--- src/rtl/bit_serial_subtractor.sv ---
// Bit-serial N-bit subtractor: d = a - b - bin, one bit per clock, LSB first,
// through a single full-subtractor cell and a borrow flip-flop.
module bit_serial_subtractor #(
  parameter int WIDTH = 8
) (
  input  logic             clk,
  input  logic             rst,
  input  logic             start,
  input  logic [WIDTH-1:0] a,
  input  logic [WIDTH-1:0] b,
  input  logic             bin,
  output logic             busy,
  output logic             done,
  output logic [WIDTH-1:0] d,
  output logic             bout,
  output logic             zero
);

  // A 1-bit counter still works for WIDTH = 1: LAST is 0, so SHIFT lasts one edge.
  localparam int CW = (WIDTH > 1) ? $clog2(WIDTH) : 1;
  localparam logic [CW-1:0] LAST = CW'(WIDTH - 1);

  typedef enum logic {IDLE, SHIFT} state_t;

  state_t           r_state;
  state_t           w_next;
  logic [WIDTH-1:0] r_sa;
  logic [WIDTH-1:0] r_sb;
  logic [WIDTH-1:0] r_sr;
  logic             r_br;
  logic [CW-1:0]    r_cnt;
  logic             r_done;
  logic [WIDTH-1:0] r_d;
  logic             r_bout;
  logic             r_zero;

  logic             w_dbit;
  logic             w_br_next;
  logic             w_last;
  logic [WIDTH-1:0] w_sr_next;

  // Full-subtractor cell.
  assign w_dbit    = r_sa[0] ^ r_sb[0] ^ r_br;
  assign w_br_next = (~r_sa[0] & r_sb[0]) | (~(r_sa[0] ^ r_sb[0]) & r_br);
  assign w_last    = (r_state == SHIFT) && (r_cnt == LAST);
  assign w_sr_next = (r_sr >> 1) | (WIDTH'(w_dbit) << (WIDTH - 1));

  // NOTE: sequential state uses non-blocking assignments so every register
  // samples pre-edge values, independent of statement order.
  always_ff @(posedge clk or posedge rst) begin
    if (rst) r_state <= IDLE;
    else     r_state <= w_next;
  end

  // NOTE: w_next gets a default before the case so no path infers a latch.
  always_comb begin
    w_next = r_state;
    case (r_state)
      IDLE:    if (start)  w_next = SHIFT;
      SHIFT:   if (w_last) w_next = IDLE;
      default: w_next = IDLE;
    endcase
  end

  always_ff @(posedge clk or posedge rst) begin
    if (rst) begin
      r_sa   <= '0;
      r_sb   <= '0;
      r_sr   <= '0;
      r_br   <= 1'b0;
      r_cnt  <= '0;
      r_done <= 1'b0;
      r_d    <= '0;
      r_bout <= 1'b0;
      r_zero <= 1'b1;
    end else begin
      r_done <= 1'b0;
      case (r_state)
        IDLE: begin
          if (start) begin
            r_sa  <= a;
            r_sb  <= b;
            r_br  <= bin;
            r_cnt <= '0;
          end
        end
        SHIFT: begin
          r_sa  <= r_sa >> 1;
          r_sb  <= r_sb >> 1;
          r_sr  <= w_sr_next;
          r_br  <= w_br_next;
          r_cnt <= r_cnt + 1'b1;
          // Visible outputs only change here, so partial results never leak.
          if (w_last) begin
            r_d    <= w_sr_next;
            r_bout <= w_br_next;
            r_zero <= (w_sr_next == '0);
            r_done <= 1'b1;
          end
        end
        default: ;
      endcase
    end
  end

  assign busy = (r_state == SHIFT);
  assign done = r_done;
  assign d    = r_d;
  assign bout = r_bout;
  assign zero = r_zero;

endmodule
--- config.mk ---
export PLATFORM = sky130hd
export DESIGN_NAME = bit_serial_subtractor
export DESIGN_NICKNAME = d
export VERILOG_FILES = /design/src/rtl/bit_serial_subtractor.sv
export SDC_FILE = /design/constraint.sdc
export NUM_CORES = 1
export LEC_CHECK = 0
export BUFFER_PORTS_ARGS = -buffer_cell sky130_fd_sc_hd__buf_2
export CAP_MARGIN = 15
export CORE_ASPECT_RATIO = 0.5
export CORE_MARGIN = 4
export CORE_UTILIZATION = 55
export DETAILED_ROUTE_END_ITERATION = 12
export HOLD_SLACK_MARGIN = 0.15
export PLACE_DENSITY = 0.79
export SYNTH_ARGS = -nofsm -noshare
export SYNTH_HDL_FRONTEND = slang
export SYNTH_SLANG_ARGS = --single-unit
--- constraint.sdc ---
create_clock -name clk -period 3.4 [get_ports clk]
set_input_delay 0.34 -clock clk [delete_from_list [all_inputs] [get_ports clk]]
set_output_delay 0.34 -clock clk [all_outputs]
set_load 0.005 [all_outputs]
==> impl_metrics.tcl, run 1 <==
set metrics [dict create \
    synth_xor_area_share_pct 0 \
    port_buffers 31 \
    synth_cell_types 22 \
    cts_resized 0 \
    synth_top_family_by_area "multiplexers" \
    firstDrtPassIters 4 \
    grt_antenna_before_repair 0 \
    relSlewSlack_pct 64.4 \
    syn_area_sq_mm 0.00170 \
    ant_nets 0 \
    yosys.area_share.adder_pct 2.64 \
    grt_use_total_pct 16.5 \
    rr_worst_depth 3 \
    path_class "flop to output pin" \
    drive_above_1_share_pct 36.0 \
    syn_nets 153 \
    drv_cap 0 \
    fin_skew_ns 0.00449 \
    die_w_um 86.7 \
    yosys_warnings 0 \
    power_mw 1.79 \
    fp.dieH_um 47.4 \
    crit_fanout 36 \
    ios 32 \
    vdd_drop_max_v 0.000488 \
    dp_hpwl_mm 1.87 \
    slew_viol_final 0 \
    numCtsBuffers 5 \
    rows 13 \
    drc 0 \
    die-area_sq_mm 0.00411 \
    post_cts_buffers 0 \
    fmax_mhz 528 \
    grt_pass1_wl_mm 4.89 \
    numClockSinks 39 \
    cellLeakagePower_nw 1.03 \
    first_global_vias 1070 \
    fin_tns_setup_ns 0 \
    worst_slack_ns 1.50 \
    ys_seq_area_share_pct 57.3 \
    cts_tree "done" \
    required_ns 3.06 \
    yosys.area_share.simple_pct 5.73 \
    syn_inst 130 \
    status "complete, no violations" \
    wl_mm 2.80 \
    cts_buffer_depth 2 \
    diodes 0 \
    clkSlewWorstSetupHoldPaths_ns 0.07 \
    wl_per_cell_um 13.9 \
    rsz0062_at_grt "false" \
    startpoint_type "flop" \
    vias 1050 \
    areaGrowthSynthToFinish_pct 16.2 \
    setup_viol 0 \
    fin_crit_sh_pct 55.7 \
    drtIter0Drc 25 \
    nets 186 \
    grt_max_degree 40 \
    via_per_inst 5.22 \
    worst_slew_pin_slew_ns 0.534 \
    avgSynthCellArea_sq_um 13.1 \
    crit_path_end_kind "output pin" \
    initial_utilization_pct 61.6 \
    clock_latency_ns 0.29 \
    cts_root_buf "clkbuf_8" \
    hold_viol 0 \
    cts.htree.levels 2 \
    crit_arrival_ns 1.56 \
    place.gp.congestion 0.668 \
    fin_hold_ws_ns 0.152 \
    fin_crit_ns 1.90 \
    overflow 0 \
    p_per_area_mw_per_mm2 905 \
    synth_mux_area_share_pct 23.5 \
    hold_buffers 0 \
    dp_slack_ns 1.81 \
    core_area_sq_mm 0.00277 \
    synth_compound_area_share_pct 6.24 \
    ys_ff_latch 39 \
    hold_path_class "input port to asynchronous set/reset pin" \
]
metal layers:
layer | up-vias | GRT usage, % | wire length, um
li1 | 513 | - | -
met4 | 0 | 8.39 | 57
met2 | 24 | 27.2 | 1230
met1 | 505 | 19.6 | 1340
met5 | - | 0 | 0
met3 | 8 | 6.30 | 174
logic make-up (layout without fill, tap and decap cells):
| group | Yosys count | after routing |
|---|---|---|
| muxes | 35 | 35 |
| DFF | 39 | 39 |
| adders and majority gates | 3 | 3 |
| and+or+nand+nor | 22 | 22 |
| buffers and inverters | 12 | 46 |
| AOI/OAI and AO/OA | 19 | 19 |
sequential cells by signal (all words and copies together), names as in the netlist:
register,count
r_cnt,3
r_sr,7
r_sb,8
r_br,1
zero,1
done,1
bout,1
busy,1
d,8
r_sa,8
report_power, final:
group          leakage [nW]  switching [mW]  internal (mW)
Sequential            0.486           0.149          0.668
Combinational         0.480           0.246          0.337
Clock                0.0612           0.155          0.237
synth_stat cells (all sizes together):
library cell	number	area, sq um
a21boi	1	7.51
a21oi	1	5.00
a22o	1	8.76
a41o	1	10.0
buf	6	55.1
clkbuf	1	3.75
dfrtp	38	951
dfstp	1	26.3
fa	1	20.0
ha	2	25.0
inv	5	18.8
mux2	16	210
mux2i	19	190
nand2	16	67.6
nand2b	1	6.26
nor2	3	11.3
nor4	2	12.5
o21ai	15	75.1
worst max-delay path: stages, from the launching register on:
cell	delay, ns
dfrtp_1	0.68
buf_4	0.41
buf_2	0.18
metrics by stage:
| step | cell area (sq um) | utilization [%] | instances |
|---|---|---|---|
| final | 1980 | 71.6 | 201 |
| after global placement | 1860 | 67.3 | 193 |
| after detailed placement | 1860 | 67.3 | 193 |
| after floorplan | 1700 | - | 130 |
| after global routing | 1980 | 71.6 | 201 |
| after CTS | 1980 | 71.6 | 201 |
final timing paths:
| path | from | endpoint | slack (ns) |
|---|---|---|---|
| min in group clk | b[7] | r_sb[7] | 0.31 |
| max in group asynchronous | rst | zero | 2.89 |
| max reg2reg | busy | r_cnt[0] | 1.79 |
| max | busy | busy | 1.50 |
| min | rst | d[0] | 0.15 |
| min reg2reg | r_sb[7] | r_sb[6] | 0.49 |
cells in the final DEF, fill, tap and decap left out, drive strengths merged, types with 2 or more instances in the layout:
master  instances
nor2            3
mux2i          19
mux2           16
nand2          16
ha              2
inv             5
o21ai          15
nor4            2
clkbuf          6
dfrtp          38
buf            33
cell type report:
| cell class | count | area [sq um] |
|---|---|---|
| Inverter | 5 | 18.8 |
| Clock buffer | 6 | 82.6 |
| Multi-Input combinational cell | 79 | 649 |
| Timing Repair Buffer | 33 | 170 |
| Tap cell | 37 | 46.3 |
| Clock inverter | 2 | 35.0 |
| Fill cell | 202 | 786 |
| Sequential cell | 39 | 977 |
No activity file was read; power rests on OpenSTA's default activity.
==> run 2: changes to the inputs <==
- CORE_UTILIZATION: 55 -> 49
- PLACE_DENSITY: 0.79 -> 0.75
- clock period: 3.4 -> 1.6 ns (I/O delays scaled with it)
==> run 2 against run 1 <==
Compared with the run above:
- global-route usage fell by 2.7 points
- sequential share of layout area fell by 1.3 points
- total power rose by 100%
- clock skew rose by 0.0014 ns
- largest power group unchanged
- critical endpoint is now d[7]
- critical path depth rose by 2
- critical path type is now flop to flop
- routed wire length rose by 1.7%
==> impl_metrics.tcl, run 2 (synthesis results as in run 1) <==
set metrics [dict create \
    worst_slew_pin_slew_ns 0.482 \
    cts_buffer_depth 2 \
    ant_nets 0 \
    cp_cell_sequence "ha_1, ha_1, nand2_4, mux2_4" \
    grt_max_degree 40 \
    p_sw_share_pct 31.8 \
    slew_viol_final 0 \
    regToRegEndpoint "d[7]" \
    fin_crit_sh_pct 92.2 \
    status "complete, no violations" \
    overflow 0 \
    cp_common_cell "ha_1" \
    p_clk_share_pct 17.2 \
    critical_path.endpoint "d[7]" \
    clock_latency_ns 0.28 \
    place_area_sq_mm 0.00191 \
    layout_common_cells "dfrtp_1 (38), buf_2 (31), mux2i_1 (19), nand2_1 (15)" \
    cp_slowest_cell "dfrtp_1" \
    fin_crit_ns 1.48 \
    startpoint_type "flop" \
    final_common_cell "dfrtp_1" \
    drc 0 \
    clkSlewWorstSetupHoldPaths_ns 0.08 \
    nFillCells 257 \
    areaGrowthSynthToFinish_pct 19.4 \
    die-area_sq_mm 0.00454 \
    dp.cells 207 \
    first_global_vias 1074 \
    drv_cap 0 \
    numCtsBuffers 5 \
    startpoint "r_cnt[0]" \
    fmax_mhz 678 \
    critPathTopFamily "adder cells" \
    hold_path_class "input port to flop" \
    fin_area_sq_mm 0.00203 \
    vias 1082 \
    cpPeakStageDelay_ns 0.39 \
    fin_tns_setup_ns 0 \
    dp_hpwl_mm 2.01 \
    rows 14 \
    numClockSinks 39 \
    required_ns 1.77 \
    post_cts_buffers 0 \
    layout.cells.non_filler 219 \
    drtIter0Drc 11 \
    p_int_mw 2.47 \
    nets 193 \
    p_per_area_mw_per_mm2 1780 \
    crit_fanout 10 \
    hold_buffers 4 \
    cts_tree "done" \
    cellLeakagePower_nw 1.05 \
    grt_antenna_before_repair 0 \
    crit_arrival_ns 1.65 \
    worstPathBufferInverterCount 0 \
    multiInputGateArea_sq_um 649 \
    regArea_sq_um 977 \
    firstDrtPassIters 3 \
    comb_power_share_pct 35.3 \
    initial_utilization_pct 53.7 \
    worst_slack_ns 0.124 \
    r2r-start "r_cnt[0]" \
    path_class "flop to flop" \
    fp.dieH_um 49.7 \
    place.gp.congestion 0.767 \
    cts_resized 0 \
    wl_per_cell_um 13.0 \
    pwr-share-seq_pct 47.5 \
    p_sw_mw 1.15 \
    rsz0062_at_grt "false" \
    ios 32 \
    cp.depth 4 \
    core_area_sq_mm 0.00317 \
    crit_path_end_kind "flop" \
    via_per_inst 4.94 \
    diodes 0 \
    wl_mm 2.85 \
    rr_worst_depth 4 \
    r2r_slack_ns 0.12 \
    setup_viol 0 \
    hold_viol 0 \
    die_w_um 91.4 \
    grt_pass1_wl_mm 4.83 \
    fin_skew_ns 0.00587 \
    port_buffers 31 \
    cts.htree.levels 2 \
    drive_above_1_share_pct 36.3 \
    vdd_drop_max_v 0.000692 \
    dp_slack_ns 0.126 \
    grt_use_total_pct 13.8 \
    relSlewSlack_pct 67.8 \
    cts_root_buf "clkbuf_8" \
    min-delay-start "b[1]" \
]
run 2: changes by cell type in the layout (fill, tap and decap cells not counted):
cell	change
buf_12	+1
buf_4	+2
bufinv_16	-1
clkbuf_8	-1
clkinv_2	+2
dlygate4sd3_1	+4
run 2: final cells by class:
| type | instances | share of cell area [%] |
|---|---|---|
| clock buffers | 5 | 3.38 |
| clock inverters | 3 | 0.738 |
| inverters | 5 | 0.923 |
| multi-input cells | 79 | 31.9 |
| flip-flops and latches | 39 | 48.0 |
| well taps | 48 | 2.95 |
| repair buffers | 40 | 12.1 |
run 2: how the worst min path moves through the flow:
stage / end / slack, ns / cells after the start
after floorplan: r_sa[7] / 0.32 / 2
after global placement: d[1] / 0.30 / 3
after detailed placement: done / 0.30 / 3
after CTS: r_sb[4] / 0.15 / 3
after global routing: r_sb[1] / 0.16 / 3
final: r_sb[1] / 0.16 / 3
run 2: routing by layer:
layer	GRT usage (%)	part of all wire, %	vias to the layer above
met5	0	0	-
met4	6.00	2.0	0
met3	4.86	4.7	7
met2	22.5	46	23
met1	16.8	47	523
li1	-	-	529
run 2: stage by stage:
step | hold slack, ns | util [%] | total power [mW]
after floorplan | 0.316 | - | 2.67
after global placement | 0.298 | 60.3 | 2.96
after detailed placement | 0.298 | 60.3 | 3.03
after CTS | 0.151 | 64.2 | 3.67
after global routing | 0.162 | 64.2 | 3.92
final | 0.155 | 64.2 | 3.62
run 2: tightest hold or removal path, cell delays in order:
cell and delay (ns):
buf_2 0.08, mux2i_1 0.06, o21ai_1 0.11
run 2: power groups by stage:
stage	Combinational [mW]	Sequential (mW)	Clock [mW]
floorplan	1.01	1.66	0
global placement	1.24	1.72	0
detailed placement	1.29	1.74	0
CTS	1.30	1.72	0.650
global route	1.43	1.78	0.707
finish	1.28	1.72	0.623
==> run 3: changes to the inputs <==
- CELL_PAD_IN_SITES_DETAIL_PLACEMENT: default -> 1
- CELL_PAD_IN_SITES_GLOBAL_PLACEMENT: default -> 2
- CORE_UTILIZATION: 49 -> 33
- PLACE_DENSITY: 0.75 -> default
- PLACE_DENSITY_LB_ADDON: default -> 0.1
==> run 3 against run 2 <==
Compared with the run above:
- sequential cell count unchanged
- sequential share of layout area is 1.0 points lower
- design area is 2.2% higher
- die area is 42% higher
- sequential power about the same
- register-to-register slack worse by 0.06 ns
- final cell count is 9.1% higher
- combinational power grew 4%
- clock skew is 0.0020 ns lower
- worst hold slack got worse by 0.00071 ns
- critical endpoint is now zero
- largest cell class unchanged
==> impl_metrics.tcl, run 3 (synthesis results as in run 1) <==
set metrics [dict create \
    status "complete, no violations" \
    rows 18 \
    grt_antenna_before_repair 0 \
    crit_fanout 3 \
    fin_hold_ws_ns 0.154 \
    layout_common_cells "dfrtp_1 (38), buf_2 (31), mux2i_1 (19), nand2_1 (15)" \
    min-delay-start "b[2]" \
    areaGrowthSynthToFinish_pct 22.0 \
    port_buffers 31 \
    use_met3_pct 4.49 \
    crit_path_end_kind "flop" \
    grt_pass1_wl_mm 5.68 \
    drc 0 \
    cp_slowest_cell "fa_1" \
    grt_use_total_pct 11.8 \
    fin_crit_ns 1.53 \
    fin_area_sq_mm 0.00208 \
    wl_per_cell_um 13.8 \
    min_to "r_sb[2]" \
    hold_path_class "input port to flop" \
    multiInputGateArea_sq_um 656 \
    cellLeakagePower_nw 1.05 \
    regArea_sq_um 977 \
    r2r-start "r_sa[0]" \
    worst_slew_pin_slew_ns 0.497 \
    ant_nets 0 \
    grt_util_met2_pct 19.1 \
    nets 191 \
    clkSlewWorstSetupHoldPaths_ns 0.07 \
    clock_latency_ns 0.28 \
    final_common_cell "dfrtp_1" \
    drtIter0Drc 28 \
    worstPathBufferInverterCount 0 \
    vias 1082 \
    dp_hpwl_mm 2.24 \
    overflow 0 \
    die-area_sq_mm 0.00645 \
    regToRegEndpoint "zero" \
    cts_root_buf "clkbuf_8" \
    ios 32 \
    post_cts_buffers 0 \
    slew_viol_final 0 \
    die_w_um 110 \
    cts_buffer_depth 2 \
    crit_arrival_ns 1.76 \
    nFillCells 529 \
    dp.cells 228 \
    numCtsBuffers 5 \
    initial_utilization_pct 34.4 \
    wl_mm 3.30 \
    cts_tree "done" \
    fin_tns_setup_ns 0 \
    numClockSinks 39 \
    vdd_drop_max_v 0.000490 \
    use_met1_pct 14.6 \
    cpPeakStageDelay_ns 0.54 \
    grt.busiest_layer "met2" \
    hold_viol 0 \
    drive_above_1_share_pct 36.1 \
    r2r_slack_ns 0.07 \
    place.gp.congestion 0.693 \
    place_area_sq_mm 0.00194 \
    firstDrtPassIters 2 \
    setup_viol 0 \
    grt_max_degree 40 \
    startpoint_type "flop" \
    fp.dieH_um 58.8 \
    p_per_area_mw_per_mm2 1820 \
    drv_cap 0 \
    critPathTopFamily "adder cells" \
    path_class "flop to flop" \
    via_per_inst 4.53 \
    diodes 0 \
    core_area_sq_mm 0.00495 \
    rr_worst_depth 3 \
    relSlewSlack_pct 66.8 \
    fin_skew_ns 0.00390 \
    layout.cells.non_filler 239 \
    required_ns 1.83 \
    first_global_vias 1159 \
    fin_crit_sh_pct 95.8 \
    cts.htree.levels 2 \
    cp_cell_sequence "fa_1, nor4_2, a41o_1" \
    fmax_mhz 652 \
    whs_path_depth 3 \
]
-- run 3: final cells by class --
class / count / share of cell area [%]
timing repair buffer: 38 / 11.6
multi-input combinational: 79 / 31.5
sequential: 39 / 47.0
clock buffer: 8 / 4.81
inverter: 5 / 0.903
tap: 70 / 4.21
-- run 3: worst max-delay path by stage --
stage | startpoint | end | slack, ns | cells past startpoint
2_1_floorplan | r_sa[0] | zero | 0.21 | 3
3_5_place_dp | r_sa[0] | zero | 0.08 | 3
5_1_grt | r_sa[0] | zero | -0.02 | 3
3_3_place_gp | r_cnt[0] | d[4] | 0.14 | 4
4_1_cts | r_sa[0] | zero | 0.07 | 3
6_report | r_sa[0] | zero | 0.07 | 3
-- run 3: worst register-to-register path, cell delays in order, from the launching register on --
cell and delay (ns):
dfrtp_1 0.40, fa_1 0.54, nor4_2 0.33, a41o_1 0.21
-- run 3: metrics by stage --
stage	setup WS [ns]	util (%)	power (mW)
CTS	0.0668	41.8	3.83
global placement	0.136	39.2	3.03
global route	-0.0173	42.0	4.11
detailed placement	0.0812	39.2	3.09
floorplan	0.211	-	2.67
finish	0.0672	42.0	3.78
-- run 3: per-layer routing --
metal  routed length (um)  part of all wire (%)
met1                 1510                    46
met2                 1580                    48
met3                  197                   6.0
met4                   13                  0.39
met5                    0                     0
-- run 3: where the power goes --
part | internal (mW) | leakage [nW] | total [mW] | switching, mW
Clock | 0.393 | 0.0515 | 0.719 | 0.326
Combinational | 0.771 | 0.513 | 1.33 | 0.557
Sequential | 1.42 | 0.486 | 1.73 | 0.315
Total | 2.58 | 1.05 | 3.78 | 1.20
-- run 3: repair_timing --
action | 4_1_cts | 5_1_grt
hold buffers | 3 | 0
endpoints found under the setup margin | 0 | 1
gates resized for setup | 0 | 1
endpoints found under the hold margin | 40 | 0
